**config.mk**
```make
export PLATFORM = sky130hd
export DESIGN_NAME = if_fetch_queue
export DESIGN_NICKNAME = d
export VERILOG_FILES = /design/src/rtl/if_fetch_queue_pkg.sv /design/src/rtl/if_sync_fifo.sv /design/src/rtl/if_fetch_queue.sv
export SDC_FILE = /design/constraint.sdc
export NUM_CORES = 1
export LEC_CHECK = 0
export BUFFER_PORTS_ARGS = -buffer_cell sky130_fd_sc_hd__buf_2
export CAP_MARGIN = 20
export CORE_MARGIN = 2
export CORE_UTILIZATION = 30
export DETAILED_ROUTE_END_ITERATION = 8
export MAX_ROUTING_LAYER = met4
export SYNTH_ARGS = -nofsm -noshare
export SYNTH_HDL_FRONTEND = slang
export SYNTH_SLANG_ARGS = --single-unit
```
**constraint.sdc**
```tcl
create_clock -name Clk -period 6.25 [get_ports Clk]
set_input_delay 1.25 -clock Clk [delete_from_list [all_inputs] [get_ports Clk]]
set_output_delay 1.25 -clock Clk [all_outputs]
set_load 0.01 [all_outputs]
```
**src/rtl/if_fetch_queue_pkg.sv**
```systemverilog
// ---------------------------------------------------------------------------
// if_fetch_queue_pkg
// Shared definitions for the instruction-fetch queue slice:
//   - default address / instruction widths
//   - fetch FSM state encoding (RUN issues requests, DRAIN discards stale
//     responses after a redirect)
//   - ptr_width(): FIFO pointer width, one extra wrap bit over the index
// ---------------------------------------------------------------------------
package if_fetch_queue_pkg;

  localparam int AW_DEF = 32;
  localparam int IW_DEF = 32;

  typedef enum logic {
    ST_RUN   = 1'b0,
    ST_DRAIN = 1'b1
  } fetch_state_t;

  // Pointers carry one extra bit so full and empty can be told apart when the
  // index bits match.
  function automatic int ptr_width(input int depth);
    return $clog2(depth) + 1;
  endfunction

endpackage

```
**src/rtl/if_sync_fifo.sv**
```systemverilog
// ---------------------------------------------------------------------------
// if_sync_fifo
// Small synchronous show-ahead FIFO. The head entry is visible on o_dout
// while the FIFO is non-empty and reads as zero when empty.
// Ports:
//   i_clk, i_srst     clock, synchronous active-high reset
//   i_push, i_din     write request and data (ignored when full unless a pop
//                     happens in the same cycle)
//   i_pop             remove head (ignored when empty)
//   i_clear           drop all entries at the next edge (wins over push/pop)
//   o_dout            head data, zero when empty
//   o_full, o_empty   status flags
//   o_count           number of stored entries
// ---------------------------------------------------------------------------
module if_sync_fifo
  import if_fetch_queue_pkg::*;
#(
  parameter int W     = 8,
  parameter int DEPTH = 2
) (
  input  logic                        i_clk,
  input  logic                        i_srst,
  input  logic                        i_push,
  input  logic [W-1:0]                i_din,
  input  logic                        i_pop,
  input  logic                        i_clear,
  output logic [W-1:0]                o_dout,
  output logic                        o_full,
  output logic                        o_empty,
  output logic [ptr_width(DEPTH)-1:0] o_count
);

  localparam int PW = ptr_width(DEPTH);
  localparam int IX = PW - 1;

  logic [W-1:0]  r_mem [DEPTH];
  logic [PW-1:0] r_wr_ptr;
  logic [PW-1:0] r_rd_ptr;
  logic          w_empty;
  logic          w_full;
  logic          w_do_pop;
  logic          w_do_push;

  assign w_empty = (r_wr_ptr == r_rd_ptr);
  // Same index, different wrap bit: the writer is a full lap ahead.
  assign w_full  = (r_wr_ptr[PW-1] != r_rd_ptr[PW-1]) &&
                   (r_wr_ptr[IX-1:0] == r_rd_ptr[IX-1:0]);

  assign w_do_pop  = i_pop & ~w_empty;
  // A pop in the same cycle frees the slot, so a full FIFO can still accept.
  assign w_do_push = i_push & (~w_full | w_do_pop);

  always_ff @(posedge i_clk) begin
    if (i_srst || i_clear) begin
      r_wr_ptr <= '0;
      r_rd_ptr <= '0;
    end else begin
      if (w_do_push) r_wr_ptr <= r_wr_ptr + 1'b1;
      if (w_do_pop)  r_rd_ptr <= r_rd_ptr + 1'b1;
    end
  end

  // Storage carries no reset; validity is tracked by the pointers alone.
  always_ff @(posedge i_clk) begin
    if (w_do_push && !i_clear) r_mem[r_wr_ptr[IX-1:0]] <= i_din;
  end

  assign o_dout  = w_empty ? '0 : r_mem[r_rd_ptr[IX-1:0]];
  assign o_full  = w_full;
  assign o_empty = w_empty;
  assign o_count = r_wr_ptr - r_rd_ptr;

endmodule

```
**src/rtl/if_fetch_queue.sv**
```systemverilog
// ---------------------------------------------------------------------------
// if_fetch_queue
// Instruction-fetch stage behind the PC register. Issues in-order fetch
// requests (req/gnt), pairs each response with the PC it was fetched from,
// queues the pairs and hands them to decode over valid/ready. A Flush
// (branch redirect) empties the queue and discards every in-flight response.
// Ports:
//   Clk, Rst                 clock, synchronous active-high reset
//   IF_Addr                  current PC
//   PC_En                    PC may advance (request accepted this cycle)
//   Flush                    redirect, drop all fetched / in-flight work
//   IM_Req, IM_Addr, IM_Gnt  fetch request handshake
//   IM_RValid, IM_RData      in-order fetch responses
//   ID_Valid, ID_Inst, ID_PC head of the queue to decode
//   ID_Ready                 decode consumes the head
// ---------------------------------------------------------------------------
module if_fetch_queue
  import if_fetch_queue_pkg::*;
#(
  parameter int DEPTH = 2,
  parameter int AW    = AW_DEF,
  parameter int IW    = IW_DEF
) (
  input  logic          Clk,
  input  logic          Rst,
  input  logic [AW-1:0] IF_Addr,
  output logic          PC_En,
  input  logic          Flush,
  output logic          IM_Req,
  output logic [AW-1:0] IM_Addr,
  input  logic          IM_Gnt,
  input  logic          IM_RValid,
  input  logic [IW-1:0] IM_RData,
  output logic          ID_Valid,
  output logic [IW-1:0] ID_Inst,
  output logic [AW-1:0] ID_PC,
  input  logic          ID_Ready
);

  localparam int PW = ptr_width(DEPTH);
  localparam logic [PW:0] DEPTH_EXT = (PW+1)'(DEPTH);

  fetch_state_t  r_state;
  fetch_state_t  w_state_next;
  logic [PW-1:0] r_outstanding;
  logic [PW-1:0] w_outstanding_next;
  logic [PW-1:0] r_drop_cnt;
  logic [PW-1:0] w_drop_cnt_next;

  logic          w_rvalid;
  logic          w_accept;
  logic          w_space;
  logic [PW-1:0] w_remaining;
  logic [PW-1:0] w_occ;

  logic          w_q_push;
  logic          w_q_pop;
  logic          w_q_empty;
  logic [IW+AW-1:0] w_q_din;
  logic [IW+AW-1:0] w_q_dout;
  logic [AW-1:0] w_pend_pc;

  logic          w_unused_q_full;
  logic          w_unused_pend_full;
  logic          w_unused_pend_empty;
  logic [PW-1:0] w_unused_pend_count;

  // A response with nothing outstanding is a protocol error; ignore it.
  assign w_rvalid = IM_RValid & (r_outstanding != '0);

  // Requests in flight plus queued entries never exceed the queue capacity,
  // so every response is guaranteed a slot on arrival.
  assign w_space  = ({1'b0, r_outstanding} + {1'b0, w_occ}) < DEPTH_EXT;
  assign IM_Req   = ~Rst & (r_state == ST_RUN) & ~Flush & w_space;
  assign IM_Addr  = IF_Addr;
  assign w_accept = IM_Req & IM_Gnt;
  assign PC_En    = w_accept;

  // Requests still owed a response after this cycle's response retires.
  assign w_remaining = r_outstanding - PW'(w_rvalid);

  // -------------------------------------------------------------------------
  // Fetch FSM
  // -------------------------------------------------------------------------
  always_ff @(posedge Clk) begin
    if (Rst) begin
      r_state       <= ST_RUN;
      r_outstanding <= '0;
      r_drop_cnt    <= '0;
    end else begin
      r_state       <= w_state_next;
      r_outstanding <= w_outstanding_next;
      r_drop_cnt    <= w_drop_cnt_next;
    end
  end

  always_comb begin
    w_state_next       = r_state;
    w_drop_cnt_next    = r_drop_cnt;
    w_outstanding_next = r_outstanding + PW'(w_accept) - PW'(w_rvalid);

    case (r_state)
      ST_RUN: begin
        if (Flush && (w_remaining != '0)) begin
          w_state_next    = ST_DRAIN;
          w_drop_cnt_next = w_remaining;
        end
      end
      ST_DRAIN: begin
        if (Flush) begin
          // Re-arm from the true in-flight count rather than the old value.
          w_drop_cnt_next = w_remaining;
          w_state_next    = (w_remaining != '0) ? ST_DRAIN : ST_RUN;
        end else if (w_rvalid) begin
          w_drop_cnt_next = r_drop_cnt - 1'b1;
          if (r_drop_cnt == PW'(1)) w_state_next = ST_RUN;
        end
      end
      default: begin
        w_state_next    = ST_RUN;
        w_drop_cnt_next = '0;
      end
    endcase
  end

  // -------------------------------------------------------------------------
  // Pending-PC FIFO: one entry per accepted request, popped by its response
  // (also while draining, so it stays aligned with memory).
  // -------------------------------------------------------------------------
  if_sync_fifo #(
    .W     (AW),
    .DEPTH (DEPTH)
  ) u_pend_fifo (
    .i_clk   (Clk),
    .i_srst  (Rst),
    .i_push  (w_accept),
    .i_din   (IF_Addr),
    .i_pop   (w_rvalid),
    .i_clear (1'b0),
    .o_dout  (w_pend_pc),
    .o_full  (w_unused_pend_full),
    .o_empty (w_unused_pend_empty),
    .o_count (w_unused_pend_count)
  );

  // -------------------------------------------------------------------------
  // Instruction queue: {PC, instruction}. Responses arriving while draining
  // or in a Flush cycle belong to the abandoned path and are not written.
  // -------------------------------------------------------------------------
  assign w_q_push = w_rvalid & (r_state == ST_RUN) & ~Flush;
  assign w_q_pop  = ID_Valid & ID_Ready;
  assign w_q_din  = {w_pend_pc, IM_RData};

  if_sync_fifo #(
    .W     (IW + AW),
    .DEPTH (DEPTH)
  ) u_inst_queue (
    .i_clk   (Clk),
    .i_srst  (Rst),
    .i_push  (w_q_push),
    .i_din   (w_q_din),
    .i_pop   (w_q_pop),
    .i_clear (Flush),
    .o_dout  (w_q_dout),
    .o_full  (w_unused_q_full),
    .o_empty (w_q_empty),
    .o_count (w_occ)
  );

  assign ID_Valid = ~w_q_empty;
  assign ID_Inst  = w_q_dout[IW-1:0];
  assign ID_PC    = w_q_dout[IW+AW-1:IW];

endmodule

```
Yosys cells after proc, flatten, opt, wreduce, memory -nomap -nowiden. Memory sizes are Yosys's and may differ from the RTL's. A register that Yosys moved wholly into a read port is not among the register bits. Cells that the tools add are included.

Register bits: 13. RAM bits: 192. Word-level logic and storage cells: 79. Memories: 2.

Memories: u_inst_queue.r_mem (words 2, bits a word 64, rd ports 1, clocked after Yosys merged registers in 1, write ports 1, line if_sync_fifo.sv:36) `logic [W-1:0] r_mem [DEPTH];`; u_pend_fifo.r_mem (words 2, bits a word 32, rd ports 1, clocked after Yosys merged registers in 1, write ports 1, line if_sync_fifo.sv:36).

Add/subtract/negate cells: 10. Order comparisons: 1. Equal/unequal tests: 9. Muxes and demuxes: 20. Bitwise operators: 21. Reduce and logical (&&, ||, !) cells: 9.

Operators with widths (number): 64-bit 2-to-1 mux (1); 32-bit 2-to-1 mux (1); 1-bit 2-to-1 mux (13); 1-bit bitwise AND (12); 2-bit by 1-bit adder with 2-bit output, second input constant (4); 1-bit NOT (7); 2-bit 2-to-1 mux (3); 2-bit == test (2); 1-bit logical AND (4); 2-bit case mux with 2 select lines (1); 2-bit nonzero test (2); 2-bit by 1-bit subtractor with 2-bit output (2); 2-bit by 2-bit adder with 3-bit output (1); 3-bit by 2-bit < comparator with 1-bit output, second input constant (1); 3-bit by 2-bit != test with 1-bit output, second input constant (1); 2-bit by 1-bit adder with 2-bit output (1); 1-bit == test (2); 2-bit by 1-bit == test with 1-bit output, second input constant (1); 1-bit != test (2); 2-bit != test, second input constant (1); 1-bit bitwise OR (2); 1-bit case mux with 2 select lines (1); 2-bit AND reduction (1); 2-bit by 1-bit subtractor with 2-bit output, second input constant (1); other kinds (3) (3).

Longest topological paths before layout. Gate-level depths: netlist of run 1.

Depth after elaboration: 9. Gate-level depth with buffers: 10. Gate-level depth less buffers: 10.

Cells and area by module. Synthesis of run 1 repeated with hierarchy kept, for this count alone.

Cell total of the unflattened synthesis: 549. Area total of the unflattened synthesis: 8897.3 um^2.

By module, submodules not included: if_sync_fifo (u_inst_queue) (instances 1, cells an instance 304, area each 5546.6 um^2, sequential area each 3943.8 um^2); if_sync_fifo (u_pend_fifo) (instances 1, cells an instance 170, area each 2718.9 um^2, sequential area each 2021.9 um^2); if_fetch_queue (instances 1, cells an instance 75, area each 631.9 um^2, sequential area each 100.1 um^2).

Least setup slack after synthesis of run 1. Ideal clock, no wire load.

Kind: input to register. Start: in Flush. End: mem u_inst_queue.r_mem[0][0] (netlist bit) (enable). Data arrival time: 4272 ps. Data required time: 5764 ps. Slack: 1492 ps. Stages on the path: 3. Buffers on the path: 0. Cell sequence: nor2_1 o311ai_4 nor2_1.

Cells in the longest elaborated chain, start to end: 6. Elaborated cells between the ends (all ways): 7. Classes of those cells: 2 x mux; 3 x bitwise; 2 x reduce/logical.

RTL lines: from (decl) (line if_fetch_queue.sv:28) `input logic Flush,`; 1-bit NOT (line if_fetch_queue.sv:150) `assign w_q_push = w_rvalid & (r_state == ST_RUN) & ~Flush;`; 1-bit bitwise AND (line if_fetch_queue.sv:150); 1-bit bitwise AND (line if_sync_fifo.sv:51) `assign w_do_push = i_push & (~w_full | w_do_pop);`; 1-bit logical AND * (line if_sync_fifo.sv:65) `if (w_do_push && !i_clear) r_mem[r_wr_ptr[IX-1:0]] <= i_din;`; 1-bit 2-to-1 mux * (line if_sync_fifo.sv:65); 1-bit 2-to-1 mux (not written as such) * (line if_sync_fifo.sv:65); to (decl) (line if_sync_fifo.sv:36).

Every way passes the cells marked *; elsewhere a longest branch is shown, timed or not.

Final worst setup path of run 1.
Start: reg u_inst_queue.r_wr_ptr[0]. End: out PC_En.

Cells in the longest elaborated chain, start to end: 5.

RTL lines: from (decl) (line if_sync_fifo.sv:37) `logic [PW-1:0] r_wr_ptr;`; from (signal assigned) (line if_sync_fifo.sv:58) `if (w_do_push) r_wr_ptr <= r_wr_ptr + 1'b1;`; 2-bit subtractor (line if_sync_fifo.sv:71) `assign o_count = r_wr_ptr - r_rd_ptr;`; 2-bit by 2-bit adder with 3-bit output (line if_fetch_queue.sv:73) `assign w_space = ({1'b0, r_outstanding} + {1'b0, w_occ}) < DEPTH_EXT;`; 3-bit by 2-bit < comparator with 1-bit output (line if_fetch_queue.sv:73); 1-bit bitwise AND (line if_fetch_queue.sv:74) `assign IM_Req = ~Rst & (r_state == ST_RUN) & ~Flush & w_space;`; 1-bit bitwise AND (line if_fetch_queue.sv:76) `assign w_accept = IM_Req & IM_Gnt;`; to (decl) (line if_fetch_queue.sv:27) `output logic PC_En,`.

No other way between the ends.

==> impl_metrics.env, run 1 <==
export IMPL_slew_headroom=0.266
export IMPL_core_mm2=0.0270
export IMPL_synthTopCellsByArea="edfxtp_1, mux2i_1, nor2_1"
export IMPL_start_util=0.306
export IMPL_tightestPinTransition_ns=1.10
export IMPL_critical_path_class="reg -> out"
export IMPL_cts_tree="yes"
export IMPL_timing_critical_path_buf_inv=3
export IMPL_worstSetupStartpointType="register"
export IMPL_rr_startpoint="u_inst_queue.r_wr_ptr[0]"
export IMPL_rsz0062_at_grt="no"
export IMPL_max_freq_ghz=0.259
export IMPL_synthArstFlopShare=0
export IMPL_ys_types=37
export IMPL_grt_pass1_vias=4308
export IMPL_ir_worst_vdd_v=0.000233
export IMPL_die_area_mm2=0.0290
export IMPL_insertion_delay_ns=0.51
export IMPL_vias_per_cell=4.35
export IMPL_clkSinkCount=207
export IMPL_gp_congestion=0.693
export IMPL_cts_root_buffer="clkbuf_16"
export IMPL_cts_resized=0
export IMPL_p_leak_nw=3.54
export IMPL_layout_nets=751
export IMPL_drt_iter0_markers=204
export IMPL_firstDrtPassIters=4
export IMPL_power_total_mw=3.47
export IMPL_drt_met1_wl_um=6920
export IMPL_hold_buffers=0
export IMPL_cp_end_kind="output port"
export IMPL_dp_hpwl_um=10100
export IMPL_synth_warnings=0
export IMPL_crit_chain="inv_1 > ha_1 > inv_1 > nand2_1 > fa_1 > and4b_1 > and2_1 > buf_2"
export IMPL_area_growth_pct=21.2
export IMPL_clk_pin_slew_ns=0.06
export IMPL_routed_wl_met2_um=7840
export IMPL_worstPathArrival_ns=2.61
export IMPL_crit_family="adder cells"
export IMPL_numCtsBuffers=23
export IMPL_final_max_slew_viol_count=0
export IMPL_route_met3_wl_um=964
export IMPL_ys_flop_type="edfxtp_1"
export IMPL_grt_max_degree=66
export IMPL_drc_errors=0
export IMPL_min_delay_start="r_drop_cnt[1]"
export IMPL_setup_viol=0
export IMPL_wl_per_cell_um=15.7
export IMPL_yosysMostFrequentCell="edfxtp_1"
export IMPL_cp_slowest_cell="fa_1"
export IMPL_finish_utilization=0.371
export IMPL_worstPathMaxFanout=5
export IMPL_ys_ff_latch=207
export IMPL_path_common_cell="inv_1"
export IMPL_power_density_mw_per_mm2=345
export IMPL_ant_nets=0
export IMPL_synth_edf_count=192
export IMPL_hold_path_class="reg -> reg"
export IMPL_vias=4495
export IMPL_post_cts_buffers=0
export IMPL_yosysSeqAreaShare=0.732
export IMPL_final_period_utilization=0.618
export IMPL_top_layer="met4"
export IMPL_synthTopCellsByCount="edfxtp_1, nor2_1, mux2i_1"
export IMPL_drive_gt1_frac=0.318
export IMPL_synth_area_leader_cell="edfxtp_1"
export IMPL_clock_skew_ns=0.0156
export IMPL_antenna_found_initial=0
export IMPL_grt_overflow=0
export IMPL_finalHoldViolations=0
export IMPL_n_antenna_cell=0
export IMPL_cts_buffer_depth=3
export IMPL_die_h_um=170
export IMPL_startpoint="u_inst_queue.r_wr_ptr[0]"
export IMPL_syn_avg_cell_area_um2=15.5
export IMPL_status="finished, final reports clean"
export IMPL_std_cell_rows=60
export IMPL_tns_ns=0
export IMPL_max_stage_delay_ns=0.48
export IMPL_maxCapViolCount=0
export IMPL_routed_wl_um=16200
export IMPL_period_minus_slack_ns=3.86
export IMPL_cts_htree_levels=1
export IMPL_synth_area_mm2=0.00828
export IMPL_io_pins=169
export IMPL_syn_nets=609
export IMPL_synth_cells=534
export IMPL_required_ns=5.00
export IMPL_track_usage=0.110
export IMPL_portBuffers=168
export IMPL_synth_top_cell_area_share=0.696
export IMPL_grt_pass1_wl_um=23800
export IMPL_dieWidth_um=170
worst min-delay path: stages (launching register included):
cell and delay, ns:
dfxtp_1 0.30, nand3_1 0.06, a31oi_1 0.08
layer usage:
metal | GRT usage | up-vias
met5 | - | -
met4 | 0.0346 | 0
li1 | - | 2196
met2 | 0.186 | 152
met1 | 0.134 | 2114
met3 | 0.0226 | 33
through the flow:
| stage | hold WS [ns] | std cells | setup WS, ns | area, µm² |
|---|---|---|---|---|
| 2_1_floorplan | 0.464 | 534 | 1.49 | 8280 |
| 3_3_place_gp | 0.493 | 992 | 2.71 | 9270 |
| 3_5_place_dp | 0.495 | 992 | 2.62 | 9270 |
| 4_1_cts | 0.502 | 1033 | 2.37 | 10000 |
| 5_1_grt | 0.510 | 1033 | 2.23 | 10000 |
| 6_report | 0.498 | 1033 | 2.39 | 10000 |
placed cells by master (no fill, tap or decap), types with 5 or more instances in the layout:
cell type / count
nor2_1: 101
buf_2: 168
clkbuf_16: 23
clkinv_1: 5
buf_4: 5
xnor2_1: 8
inv_1: 11
dfxtp_1: 13
edfxtp_1: 192
mux2i_1: 97
logic make-up (layout without fill, tap and decap cells):
group | Yosys count | count (layout) | share of synthesized area
DFF | 207 | 207 | 0.732
and+or+nand+nor | 129 | 129 | 0.0650
muxes | 97 | 97 | 0.117
buffers and inverters | 68 | 226 | 0.0479
AOI/OAI and AO/OA | 17 | 17 | 0.0166
xor gates and xnor gates | 11 | 11 | 0.0125
adders and majority gates | 5 | 5 | 0.00846
flip-flops by register name, indices dropped and copies added (netlist names), named ones only:
name and count:
u_inst_queue.r_mem 128, u_pend_fifo.r_mem 64, r_drop_cnt 2, r_outstanding 2, u_inst_queue.r_rd_ptr 2, u_inst_queue.r_wr_ptr 2
u_pend_fifo.r_rd_ptr 2, u_pend_fifo.r_wr_ptr 2, r_state 1
final timing paths:
kind	to	slack, ns	depth (start not counted)
setup / recovery	PC_En	2.39	8
hold / removal	r_drop_cnt[1]	0.50	2
setup reg to reg	u_pend_fifo.r_mem[0][14]	3.01	8
hold reg to reg	r_drop_cnt[1]	0.50	2
power breakdown:
group / internal [mW] / switching (mW)
Sequential: 1.65 / 0.0474
Clock: 0.837 / 0.527
Combinational: 0.142 / 0.259
Total: 2.63 / 0.833
cell type report:
cell class,count,area (µm²)
sequential,207,6070
fill,2584,17000
clock buffer,24,579
clock inverter,17,191
multi-input combinational,259,1850
tap,341,427
timing repair buffer,173,878
inverter,12,45.0
No activity file was read; power rests on OpenSTA's default activity.
==> run 2, diff against run 1 <==
==> constraint.sdc (replaced) <==
create_clock -name Clk -period 3.8 [get_ports Clk]
set_input_delay 0.76 -clock Clk [delete_from_list [all_inputs] [get_ports Clk]]
set_output_delay 0.76 -clock Clk [all_outputs]
set_load 0.01 [all_outputs]
==> run 2 against run 1 <==
Net effect: first-iteration DRC count decreased by 4.4%; cell count increased by 0.48%; combinational power increased by 68%; setup slack got worse by 1.9 ns; clock power increased by 51%; final area increased by 0.24%; clock-buffer cell count increased by 5.
==> impl_metrics.env, run 2 (synthesis results as in run 1) <==
export IMPL_p_leak_nw=3.53
export IMPL_slew_headroom=0.279
export IMPL_wl_per_cell_um=15.6
export IMPL_insertion_delay_ns=0.52
export IMPL_drc_errors=0
export IMPL_fillerInstances=2571
export IMPL_die_area_mm2=0.0290
export IMPL_cp_end_kind="output port"
export IMPL_required_ns=3.04
export IMPL_critical_path_class="reg -> out"
export IMPL_cts_resized=0
export IMPL_cts_root_buffer="clkbuf_16"
export IMPL_rsz0062_at_grt="no"
export IMPL_finalHoldViolations=0
export IMPL_worstPathMaxFanout=5
export IMPL_p_int_mw=4.13
export IMPL_grt_pass1_vias=4401
export IMPL_cp_slowest_cell="fa_1"
export IMPL_tightestPinTransition_ns=1.08
export IMPL_dp_cells=994
export IMPL_setup_viol=0
export IMPL_dp_hpwl_um=9600
export IMPL_firstDrtPassIters=4
export IMPL_drt_iter0_markers=195
export IMPL_worstSetupStartpointType="register"
export IMPL_final_cell_mix="edfxtp_1, buf_2, nor2_1"
export IMPL_p_comb_frac=0.122
export IMPL_core_mm2=0.0270
export IMPL_ant_nets=0
export IMPL_path_common_cell="inv_1"
export IMPL_drive_gt1_frac=0.317
export IMPL_routed_wl_um=16200
export IMPL_final_period_utilization=0.884
export IMPL_post_cts_buffers=0
export IMPL_grt_pass1_wl_um=23800
export IMPL_tns_ns=0
export IMPL_layoutNonFillerInstCount=1038
export IMPL_antenna_found_initial=0
export IMPL_dieWidth_um=170
export IMPL_io_pins=169
export IMPL_max_freq_ghz=0.298
export IMPL_clkPwrFrac=0.372
export IMPL_clkSinkCount=207
export IMPL_hold_buffers=0
export IMPL_numCtsBuffers=24
export IMPL_worstPathArrival_ns=2.60
export IMPL_track_usage=0.111
export IMPL_largest_reg_flops=128
export IMPL_vias_per_cell=4.39
export IMPL_portBuffers=168
export IMPL_maxCapViolCount=0
export IMPL_cts_buffer_depth=3
export IMPL_crit_chain="inv_1 > ha_1 > inv_1 > nand2_1 > fa_1 > and4b_1 > and2_1 > buf_2"
export IMPL_seqPwrFrac=0.506
export IMPL_final_max_slew_viol_count=0
export IMPL_area_growth_pct=21.5
export IMPL_ir_worst_vdd_v=0.000376
export IMPL_hold_path_class="in -> reg"
export IMPL_clock_skew_ns=0.0231
export IMPL_clk_pin_slew_ns=0.06
export IMPL_grt_overflow=0
export IMPL_vias=4560
export IMPL_start_util=0.306
export IMPL_n_antenna_cell=0
export IMPL_cts_tree="yes"
export IMPL_layout_nets=754
export IMPL_die_h_um=170
export IMPL_switching_share=0.252
export IMPL_period_minus_slack_ns=3.36
export IMPL_mostFrequentLayoutCell="edfxtp_1"
export IMPL_std_cell_rows=60
export IMPL_cts_htree_levels=1
export IMPL_status="finished, final reports clean"
export IMPL_max_stage_delay_ns=0.48
export IMPL_power_density_mw_per_mm2=550
export IMPL_power_switching_mw=1.40
export IMPL_gp_congestion=0.718
export IMPL_grt_max_degree=65
## run 2: cell types whose count changed in the layout (fill, tap and decap cells not counted), moves of 2 or more
cell        before  now
buf_4            5    2
bufinv_16        4    0
clkbuf_1         1    5
buf_12           0    5
clkinvlp_4       2    4
## run 2: worst paths after layout
kind,from,endpoint,slack [ns],cells past startpoint
min,IM_RData[28],u_inst_queue.r_mem[0][28],0.44,1
max reg2reg,u_inst_queue.r_wr_ptr[0],u_pend_fifo.r_mem[1][8],0.83,9
min reg2reg,r_drop_cnt[1],r_drop_cnt[1],0.50,2
max,u_inst_queue.r_wr_ptr[0],PC_En,0.44,8
## run 2: metrics by stage
| stage | setup slack (ns) | util | area (µm²) | power, mW | hold slack, ns |
|---|---|---|---|---|---|
| global placement | 0.799 | 0.346 | 9340 | 3.53 | 0.487 |
| floorplan | -0.468 | - | 8280 | 3.30 | 0.464 |
| detailed placement | 0.787 | 0.346 | 9340 | 3.55 | 0.496 |
| finish | 0.441 | 0.372 | 10100 | 5.53 | 0.435 |
| global route | 0.288 | 0.372 | 10100 | 5.81 | 0.410 |
| CTS | 0.399 | 0.372 | 10100 | 5.63 | 0.406 |
## run 2: power by group through the flow
stage | Clock (mW) | Sequential (mW) | Combinational, mW
after floorplan | 0 | 2.82 | 0.474
after global placement | 0 | 2.84 | 0.685
after global routing | 2.22 | 2.82 | 0.767
after CTS | 2.13 | 2.80 | 0.701
after detailed placement | 0 | 2.85 | 0.699
final | 2.06 | 2.80 | 0.675
## run 2: area by class of cell
cell class | count | area, µm² | share of cell area
Sequential cell | 207 | 6070 | 0.603
Inverter | 12 | 45.0 | 0.00448
Tap cell | 341 | 427 | 0.0424
Clock buffer | 29 | 619 | 0.0616
Timing Repair Buffer | 175 | 956 | 0.0950
Clock inverter | 15 | 97.6 | 0.00970
Multi-Input combinational cell | 259 | 1850 | 0.183
## run 2: critical path, delay by kind of cell, from the launching register on
kind / cells / cell delay, ns
buffers and inverters: 3 / 0.39
adder cells (fa/ha/maj): 2 / 0.82
AND/OR/NAND/NOR: 3 / 0.53
flip-flops: 1 / 0.37
## run 2: per-layer routing
metal / global-route usage / up-vias / share of wire
met5: - / - / 0
met4: 0.0323 / 0 / 0.024
met3: 0.0219 / 31 / 0.058
met2: 0.191 / 140 / 0.49
met1: 0.132 / 2182 / 0.43
li1: - / 2207 / -
==> run 3, diff against run 2 <==
--- a/config.mk
+++ b/config.mk
@@ -5,6 +5,7 @@
 export SDC_FILE = /design/constraint.sdc
 export NUM_CORES = 1
 export LEC_CHECK = 0
+export ABC_AREA = 1
 export BUFFER_PORTS_ARGS = -buffer_cell sky130_fd_sc_hd__buf_2
 export CAP_MARGIN = 20
 export CORE_MARGIN = 2
==> run 3 against run 2 <==
Net effect: core utilization fell by 0.55 points; global-route usage increased by 0.81 points; clock-buffer cell count up 5; via count grew 11%; combinational power shrank 8.0%; power fell by 0.64%; register-to-register slack lost 0.10 ns; flip-flop and latch count is the same; cell count increased by 17%; clock skew is 0.0029 ns higher; maximum frequency increased by 2.2%; die area is 4.1% higher; critical path type unchanged; highest routed layer unchanged.
==> impl_metrics.env, run 3 <==
export IMPL_status="finished, final reports clean"
export IMPL_fillerInstances=2807
export IMPL_tightestPinTransition_ns=0.944
export IMPL_antenna_found_initial=0
export IMPL_synthTopCellsByArea="edfxtp_1, mux2_2, nand2_1"
export IMPL_drc_errors=0
export IMPL_slew_headroom=0.371
export IMPL_worstSetupStartpointType="register"
export IMPL_yosysMostFrequentCell="edfxtp_1"
export IMPL_power_total_mw=5.49
export IMPL_dieWidth_um=174
export IMPL_post_cts_buffers=0
export IMPL_clkSinkCount=207
export IMPL_synth_warnings=0
export IMPL_reg2reg_to="u_pend_fifo.r_mem[1][25]"
export IMPL_final_cell_mix="edfxtp_1, buf_2, nand2_1"
export IMPL_std_cell_rows=62
export IMPL_io_pins=169
export IMPL_cts_buffer_depth=3
export IMPL_finalHoldViolations=0
export IMPL_max_stage_delay_ns=0.48
export IMPL_cts_tree="yes"
export IMPL_synth_cells=669
export IMPL_cp_slowest_cell="fa_1"
export IMPL_clk_pin_slew_ns=0.06
export IMPL_drive_gt1_frac=0.342
export IMPL_die_area_mm2=0.0301
export IMPL_firstDrtPassIters=4
export IMPL_clock_skew_ns=0.0260
export IMPL_synthTopCellsByCount="edfxtp_1, nand2_1, inv_1"
export IMPL_r2r_slack_ns=0.73
export IMPL_insertion_delay_ns=0.52
export IMPL_ys_ff_latch=207
export IMPL_hold_path_class="in -> reg"
export IMPL_required_ns=3.04
export IMPL_rr_worst_depth=12
export IMPL_tns_ns=0
export IMPL_numCtsBuffers=24
export IMPL_vias=5050
export IMPL_path_common_cell="inv_1"
export IMPL_critical_path_class="reg -> out"
export IMPL_vias_per_cell=4.15
export IMPL_synthArstFlopShare=0
export IMPL_crit_chain="inv_1 > ha_1 > inv_1 > nand2_1 > fa_1 > nand2_1 > inv_1 > nand3_2 > nor2_2 > buf_2"
export IMPL_hold_buffers=0
export IMPL_max_freq_ghz=0.304
export IMPL_portBuffers=168
export IMPL_rsz0062_at_grt="no"
export IMPL_final_period_utilization=0.865
export IMPL_synth_edf_count=192
export IMPL_cts_resized=0
export IMPL_worstPathMaxFanout=4
export IMPL_grt_pass1_wl_um=27100
export IMPL_wl_per_cell_um=14.4
export IMPL_synth_area_mm2=0.00863
export IMPL_period_minus_slack_ns=3.29
export IMPL_grt_pass1_vias=4831
export IMPL_final_max_slew_viol_count=0
export IMPL_startpoint="u_inst_queue.r_wr_ptr[0]"
export IMPL_grt_overflow=0
export IMPL_crit_end="PC_En"
export IMPL_ys_flop_type="edfxtp_1"
export IMPL_setup_viol=0
export IMPL_worstPathArrival_ns=2.53
export IMPL_ant_nets=0
export IMPL_cts_root_buffer="clkbuf_16"
export IMPL_synth_area_leader_cell="edfxtp_1"
export IMPL_gp_congestion=0.788
export IMPL_start_util=0.302
export IMPL_core_mm2=0.0285
export IMPL_synth_top_cell_area_share=0.668
export IMPL_area_growth_pct=21.3
export IMPL_yosysSeqAreaShare=0.703
export IMPL_die_h_um=174
export IMPL_layout_nets=891
export IMPL_track_usage=0.119
export IMPL_largest_reg_flops=128
export IMPL_routed_wl_um=17500
export IMPL_mostFrequentLayoutCell="edfxtp_1"
export IMPL_drt_iter0_markers=235
export IMPL_dp_hpwl_um=11200
export IMPL_maxCapViolCount=0
export IMPL_layoutNonFillerInstCount=1217
export IMPL_fin_hold_ws_ns=0.431
export IMPL_syn_avg_cell_area_um2=12.9
export IMPL_cp_end_kind="output port"
export IMPL_cts_htree_levels=1
export IMPL_syn_nets=744
export IMPL_p_leak_nw=4.48
export IMPL_ir_worst_vdd_v=0.000361
export IMPL_power_density_mw_per_mm2=525
export IMPL_grt_max_degree=65
export IMPL_dp_cells=1173
export IMPL_ys_types=22
export IMPL_rr_startpoint="u_inst_queue.r_wr_ptr[0]"
export IMPL_n_antenna_cell=0
-- run 3: cell types whose count changed after synthesis, sizes merged, moves of 6 or more --
cell,delta
mux2,+64
mux2i,-97
nor2,-85
inv,+76
a21oi,+37
nand2,+164
xnor2,-8
nand3,+6
-- run 3: final cells by class --
type / count / area (µm²) / area share
inverter: 88 / 330 / 0.0315
sequential: 207 / 6070 / 0.580
multi-input combinational: 317 / 1870 / 0.179
timing repair buffer: 178 / 968 / 0.0925
tap: 384 / 480 / 0.0459
clock inverter: 9 / 91.3 / 0.00872
clock buffer: 34 / 658 / 0.0629
-- run 3: report_power, final --
part,internal (mW),switching (mW)
registers,2.67,0.0477
clock network,1.28,0.881
logic,0.229,0.392
-- run 3: cells by family after synthesis --
family	count (synthesis)	synth area share
xor gates and xnor gates	7	0.00710
muxes	64	0.0835
buffers and inverters	145	0.0839
adders and majority gates	5	0.00812
DFF	207	0.703
AOI/OAI and AO/OA	44	0.0255
and+or+nand+nor	197	0.0891
-- run 3: worst min path at each step --
| stage | startpoint | slack, ns | to | cells after the start |
|---|---|---|---|---|
| detailed placement | r_drop_cnt[1] | 0.48 | r_drop_cnt[1] | 2 |
| floorplan | r_drop_cnt[1] | 0.46 | r_drop_cnt[1] | 2 |
| global route | IM_RData[31] | 0.41 | u_inst_queue.r_mem[0][31] | 1 |
| finish | IM_RData[28] | 0.43 | u_inst_queue.r_mem[0][28] | 1 |
| CTS | IM_RData[28] | 0.41 | u_inst_queue.r_mem[0][28] | 1 |
| global placement | r_drop_cnt[1] | 0.48 | r_drop_cnt[1] | 2 |
-- run 3: stage by stage --
stage	utilization	area [µm²]	setup WS, ns
CTS	0.366	10400	0.462
finish	0.367	10500	0.513
detailed placement	0.340	9690	0.705
global route	0.367	10500	0.343
global placement	0.339	9670	0.775
floorplan	-	8640	0.168
-- run 3: critical path: cells and delay by family, from the launching register on --
family | cells | cell delay [ns]
adder cells (fa/ha/maj) | 2 | 0.80
AND/OR/NAND/NOR | 4 | 0.35
flip-flops | 1 | 0.40
buffers and inverters | 4 | 0.46
-- run 3: per-layer routing --
metal / vias up / GRT usage / wire length (µm)
met2: 153 / 0.198 / 8530
met1: 2354 / 0.148 / 7500
met5: - / - / 0
li1: 2506 / - / -
met3: 37 / 0.0226 / 1060
met4: 0 / 0.0347 / 451
